$ cat src/rtl/cpu_speed_ctrl_if.sv
// Bundle of reset requests, speed/pause controls and the resulting core
// reset and clock-enable outputs exchanged between top level and cpu_speed_ctrl.
interface cpu_speed_ctrl_if #(
    parameter int NUM_RST_SRC = 2,
    parameter int SPEED_W     = 2
);
    logic [NUM_RST_SRC-1:0] rst_src;
    logic [SPEED_W-1:0]     speed_sel;
    logic                   pause;
    logic                   reset_out;
    logic                   cpu_ce;
    logic [SPEED_W-1:0]     speed_active;

    modport master (
        output rst_src, speed_sel, pause,
        input  reset_out, cpu_ce, speed_active
    );

    modport slave (
        input  rst_src, speed_sel, pause,
        output reset_out, cpu_ce, speed_active
    );
endinterface

$ cat src/rtl/cpu_speed_ctrl.sv
// Core control: synchronised and stretched core reset, run-time selectable
// CPU clock-enable divider that switches only on period boundaries, pause gate.
module cpu_speed_ctrl #(
    parameter int NUM_RST_SRC = 2,
    parameter int SPEED_W     = 2,
    parameter int RST_STRETCH = 16,
    parameter int CNT_W       = 16
) (
    input  logic             clk_sys,
    input  logic             reset_n,
    cpu_speed_ctrl_if.slave  bus
);

    localparam logic [1:0] S_RST     = 2'd0;
    localparam logic [1:0] S_STRETCH = 2'd1;
    localparam logic [1:0] S_RUN     = 2'd2;

    localparam logic [CNT_W-1:0] STRETCH_LOAD = CNT_W'(RST_STRETCH - 1);

    logic [NUM_RST_SRC-1:0] src_s1_q, src_s2_q;
    logic [SPEED_W-1:0]     spd_s1_q, spd_s2_q;
    logic                   pause_s1_q, pause_s2_q;

    logic [1:0]             state_q, state_d;
    logic [CNT_W-1:0]       cnt_q, cnt_d;
    logic                   rst_out_q, rst_out_d;
    logic [SPEED_W-1:0]     div_cnt_q, div_cnt_d;
    logic [SPEED_W-1:0]     div_cur_q, div_cur_d;
    logic                   ce_q, ce_d;

    logic                   src_any;
    logic                   gate;

    assign src_any = |src_s2_q;
    // Pause cannot stop the enable while the core is in reset: its
    // synchronous reset logic must keep being clocked.
    assign gate    = pause_s2_q & ~rst_out_q;

    always_comb begin
        state_d = state_q;
        cnt_d   = cnt_q;
        case (state_q)
            S_RST: begin
                if (!src_any) begin
                    cnt_d   = STRETCH_LOAD;
                    state_d = S_STRETCH;
                end
            end
            S_STRETCH: begin
                if (src_any)           state_d = S_RST;
                else if (cnt_q == '0)  state_d = S_RUN;
                else                   cnt_d   = cnt_q - CNT_W'(1);
            end
            S_RUN: begin
                if (src_any) state_d = S_RST;
            end
            default: state_d = S_RST;
        endcase
        rst_out_d = (state_d != S_RUN);
    end

    // The divisor is only taken from the synchroniser at a period boundary,
    // so a speed change never produces a short or long period.
    always_comb begin
        div_cnt_d = div_cnt_q;
        div_cur_d = div_cur_q;
        ce_d      = 1'b0;
        if (!gate) begin
            if (div_cnt_q == div_cur_q) begin
                ce_d      = 1'b1;
                div_cnt_d = '0;
                div_cur_d = spd_s2_q;
            end else begin
                div_cnt_d = div_cnt_q + SPEED_W'(1);
            end
        end
    end

    always_ff @(posedge clk_sys or negedge reset_n) begin
        if (!reset_n) begin
            src_s1_q   <= '0;
            src_s2_q   <= '0;
            spd_s1_q   <= '0;
            spd_s2_q   <= '0;
            pause_s1_q <= 1'b0;
            pause_s2_q <= 1'b0;
            state_q    <= S_RST;
            cnt_q      <= '0;
            rst_out_q  <= 1'b1;
            div_cnt_q  <= '0;
            div_cur_q  <= '0;
            ce_q       <= 1'b0;
        end else begin
            src_s1_q   <= bus.rst_src;
            src_s2_q   <= src_s1_q;
            spd_s1_q   <= bus.speed_sel;
            spd_s2_q   <= spd_s1_q;
            pause_s1_q <= bus.pause;
            pause_s2_q <= pause_s1_q;
            state_q    <= state_d;
            cnt_q      <= cnt_d;
            rst_out_q  <= rst_out_d;
            div_cnt_q  <= div_cnt_d;
            div_cur_q  <= div_cur_d;
            ce_q       <= ce_d;
        end
    end

    assign bus.reset_out    = rst_out_q;
    assign bus.cpu_ce       = ce_q;
    assign bus.speed_active = div_cur_q;

endmodule

$ cat src/flat_wrapper.sv
// flat-port wrapper written by rule: the top's interface ports become plain ports
module cpu_speed_ctrl_flat 
#(
    parameter int NUM_RST_SRC = 2,
    parameter int SPEED_W     = 2,
    parameter int RST_STRETCH = 16,
    parameter int CNT_W       = 16
)
  (clk_sys, reset_n, bus_rst_src, bus_speed_sel, bus_pause, bus_reset_out, bus_cpu_ce, bus_speed_active);
  cpu_speed_ctrl_if #(.NUM_RST_SRC(NUM_RST_SRC), .SPEED_W(SPEED_W)) bus_i ();
  input  logic clk_sys;
  input  logic reset_n;
  input wire logic [$bits(bus_i.rst_src)-1:0] bus_rst_src;
  input wire logic [$bits(bus_i.speed_sel)-1:0] bus_speed_sel;
  input wire logic [$bits(bus_i.pause)-1:0] bus_pause;
  output wire logic [$bits(bus_i.reset_out)-1:0] bus_reset_out;
  output wire logic [$bits(bus_i.cpu_ce)-1:0] bus_cpu_ce;
  output wire logic [$bits(bus_i.speed_active)-1:0] bus_speed_active;
  assign bus_i.rst_src = bus_rst_src;
  assign bus_i.speed_sel = bus_speed_sel;
  assign bus_i.pause = bus_pause;
  assign bus_reset_out = bus_i.reset_out;
  assign bus_cpu_ce = bus_i.cpu_ce;
  assign bus_speed_active = bus_i.speed_active;
  cpu_speed_ctrl #(.NUM_RST_SRC(NUM_RST_SRC), .SPEED_W(SPEED_W), .RST_STRETCH(RST_STRETCH), .CNT_W(CNT_W)) u_core (.clk_sys(clk_sys), .reset_n(reset_n), .bus(bus_i));
endmodule
$ cat config.mk
export PLATFORM = sky130hd
export DESIGN_NAME = cpu_speed_ctrl_flat
export DESIGN_NICKNAME = d
export VERILOG_FILES = /design/src/rtl/cpu_speed_ctrl_if.sv /design/src/rtl/cpu_speed_ctrl.sv /design/src/flat_wrapper.sv
export SDC_FILE = /design/constraint.sdc
export NUM_CORES = 1
export LEC_CHECK = 0
export BUFFER_PORTS_ARGS = -buffer_cell sky130_fd_sc_hd__buf_2
export CAP_MARGIN = 5
export CORE_ASPECT_RATIO = 0.5
export CORE_MARGIN = 2
export CORE_UTILIZATION = 40
export DETAILED_ROUTE_END_ITERATION = 12
export PLACE_DENSITY = 0.65
export REMOVE_ABC_BUFFERS = 1
export SLEW_MARGIN = 15
export SYNTH_ARGS = -nofsm -noshare
export SYNTH_HDL_FRONTEND = slang
export SYNTH_SLANG_ARGS = --single-unit
$ cat constraint.sdc
create_clock -name clk_sys -period 2.3 [get_ports clk_sys]
set_input_delay 0.46 -clock clk_sys [delete_from_list [all_inputs] [get_ports clk_sys]]
set_output_delay 0.46 -clock clk_sys [all_outputs]
set_load 0.03 [all_outputs]
==> metrics.txt <==
run status=complete, no violations; post-route setup TNS=0 ns; maximum clock path buffer count=2; endpoints failing setup=0; Final Instance Count excl. Fillers=~220; Warnings, synthesis=0; share of the synthesized area in the top cell type=roughly half; largest net degree at the start of global routing=35; Synth Area in Simple Gates=a little over a quarter; ratio of total power to cell area=~830 nW/um^2; share of synthesized area occupied by flip-flops and latches=52.2%; count of buffer and inverter cells on the critical path=1; effective utilization at floorplan=approximately two fifths; clock latency reported for the late side of the worst-skew pair=roughly 0.29 ns; Tightest Pin Transition=approximately 0.74 ns; vias=1163; post-route core utilization=between 40% and 50%; wire length of the first global-routing pass=about 5500 um; Area growth syn-to-layout=13.0%; Net count, final=169; Port Buffers=10; Resized Gates After CTS=0; adder-cell share of the synthesized area=roughly 1.5%; number of cells produced by synthesis=between 100 and 150; initial antenna violation count=0; RSZ-0062 raised after global routing=no; required arrival time at the worst endpoint=~2.5 ns; IO Count=11; total wire length after detailed routing=between 2000 and 3000 um; vias per cell=5.41; layout cells sized above 1=a little under a fifth; number of global-route vias before repair=1196; core area=about 4000 sq um; setup repair bufs after CTS=0; Hold Worst Slack=~0.24 ns; combined area of all synthesized cells=about 1600 sq um; multi-input gate area in the final layout=approximately 740 sq um; antenna-violating nets left=0; TritonCTS buffer count=5; grt total ovfl=0; Iter 0 DRT Violations=70; multiplexer fraction of the synthesized cell area=~4.4%; worst-path maximum fanout=7; critical path, cell by cell=inv_1, ha_1, nor4bb_4, nand4_2, nand3_1, mux2i_1; Max-cap violations=0; Worst setup EP type=register; die span in x=roughly 94 um; upper clock frequency limit=between 500 and 600 MHz; top cells by area, synth=dfrtp_1 51%, nand2_1 3.4%, nor2_1 3.2%; largest voltage drop on the vdd net=between 0.2 and 0.25 mV; DIE AREA=4640 sq um; post-synth cell types=46; worst stage delay on the critical path=~0.43 ns; iteration count of the initial detailed-routing pass=4; largest area contributor in the synthesized netlist=dfrtp_1; main combinational cell family by area after synthesis=simple AND/OR/NAND/NOR gates; number of design rule violations left after detail routing=0; clock tree root buffer cell=clkbuf_8; combined flip-flop and latch cell area=about 850 sq um; Final Slew Violations=0; top cell family by delay on the critical path=simple AND/OR/NAND/NOR gates; fraction of registers with async set or reset after synthesis=between 90% and 100%; portion of the clock cycle consumed by the worst path in the final layout=approximately four fifths; complex-gate fraction of the synthesized area=11.3%; Worst Setup Start Kind=register; routability congestion estimate from global placement=between 0.9 and 1; final setup skew=0.0100 ns; clock slew seen by the registers of the worst setup and hold paths=approximately 0.070 ns; Slew HR=50.6%; final number of hold-violating endpoints=0; R2R Path End=u_core.cnt_q[9]; Hold Path Class=in -> async; Leakage=0.000871 uW; time the worst path needs with I/O delays and setup=between 1.5 and 2 ns; Syn Area/Cell=between 10 and 15 sq um; number of enable-type register cells in the synthesized netlist=0; Synth Flop Type=dfrtp_1; number of fillers in the final layout=approximately 350; post-layout power=between 1500 and 2000 uW; post-detailed-placement half-perimeter wirelength=2120 um; DR WL/cell=approximately 14 um; cell depth of the worst flop-to-flop path=6; number of buffers added to fix hold violations after cts=0; post-synthesis xor/xnor area fraction=~1.6%; setup slack, reg-to-reg=0.46 ns; Reg-to-Reg Start=u_core.cnt_q[0]; TritonCTS clock tree=yes; H-tree depth reported by CTS=2; WP data arrival=a little over 2 ns; height of the chip=~49 um; count of placed standard cells including taps=between 200 and 250; critical path class=reg -> reg; Total Routing Usage GR=around 15%; number of diodes=0; highest-delay cell along the critical path=nor4bb_4; total number of clock tree sinks=34; placement row count=16; count of state elements after synthesis=34
## how the worst max path moves through the flow
stage	depth (start not counted)	startpoint	slack, ns	endpoint
after detailed placement	6	u_core.cnt_q[0]	0.45	u_core.cnt_q[2]
after global routing	6	u_core.cnt_q[0]	0.22	u_core.cnt_q[2]
final	6	u_core.cnt_q[0]	0.46	u_core.cnt_q[9]
after global placement	6	u_core.cnt_q[0]	0.51	u_core.cnt_q[2]
after floorplan	6	u_core.cnt_q[0]	0.60	u_core.cnt_q[15]
after CTS	6	u_core.cnt_q[0]	0.45	u_core.cnt_q[2]
## stage by stage
stage	setup WS (ns)	cell area, sq um
4_1_cts	0.452	1840
5_1_grt	0.219	1840
3_3_place_gp	0.509	1730
2_1_floorplan	0.601	1610
6_report	0.456	1840
3_5_place_dp	0.446	1730
## layer usage
metal | GRT usage [%] | up-vias | wire [um]
li1 | - | 571 | -
met1 | 21.2 | 562 | 1470
met2 | 22.1 | 26 | 1320
met3 | 5.10 | 4 | 149
met4 | 6.52 | 0 | 41
met5 | 0 | - | 0
## layout make-up
type	count	share of cell area, %
Tap cell	54	3.66
Timing Repair Buffer	10	2.71
Clock buffer	7	4.68
Multi-Input combinational cell	105	40.3
Sequential cell	34	46.2
Clock inverter	1	1.63
Inverter	4	0.814
## where the power goes
group / total (uW) / switching (uW) / internal, uW
sequential: 702 / 43.5 / 659
clock: 559 / 206 / 353
combinational: 266 / 149 / 117
## cells in the final DEF, fill, tap and decap left out, types with 5 or more instances in the layout
| cell type | Yosys | layout |
|---|---|---|
| nand2_1 | 15 | 15 |
| buf_2 | 0 | 10 |
| nand3_1 | 6 | 6 |
| nor2_1 | 14 | 14 |
| dfrtp_1 | 33 | 33 |
| clkbuf_8 | 0 | 6 |
| mux2i_1 | 5 | 5 |
## cells in the mapped netlist (2+ instances only)
master,instances
nand4_1,2
mux2i_1,5
inv_1,4
o31ai_1,3
and3_1,4
a41o_1,4
and4_1,2
nand2_1,15
a21oi_1,4
or2b_1,4
o21ai_1,3
nor3_1,2
nor2_1,14
ha_1,2
xnor2_1,2
mux2_2,2
nor3b_1,2
dfrtp_1,33
a31oi_1,4
a22oi_1,2
nor4_4,2
o311ai_1,2
nand3_1,6
## flip-flops by register name (all words and copies together), names as in the netlist
| signal | cells |
|---|---|
| u_core.pause_s2_q | 1 |
| u_core.cnt_q | 16 |
| u_core.bus.reset_out | 1 |
| u_core.spd_s1_q | 2 |
| u_core.pause_s1_q | 1 |
| u_core.div_cnt_q | 2 |
| u_core.bus.cpu_ce | 1 |
| u_core.spd_s2_q | 2 |
| u_core.src_s2_q | 2 |
| u_core.src_s1_q | 2 |
| u_core.state_q | 2 |
| u_core.bus.speed_active | 2 |
## logic make-up after synthesis
family / count (synthesis)
and+or+nand+nor: 67
DFF: 34
AOI/OAI and AO/OA: 26
buffers and inverters: 7
muxes: 7
xor gates and xnor gates: 3
adders and majority gates: 2
(Power assumes the default switching activity.)
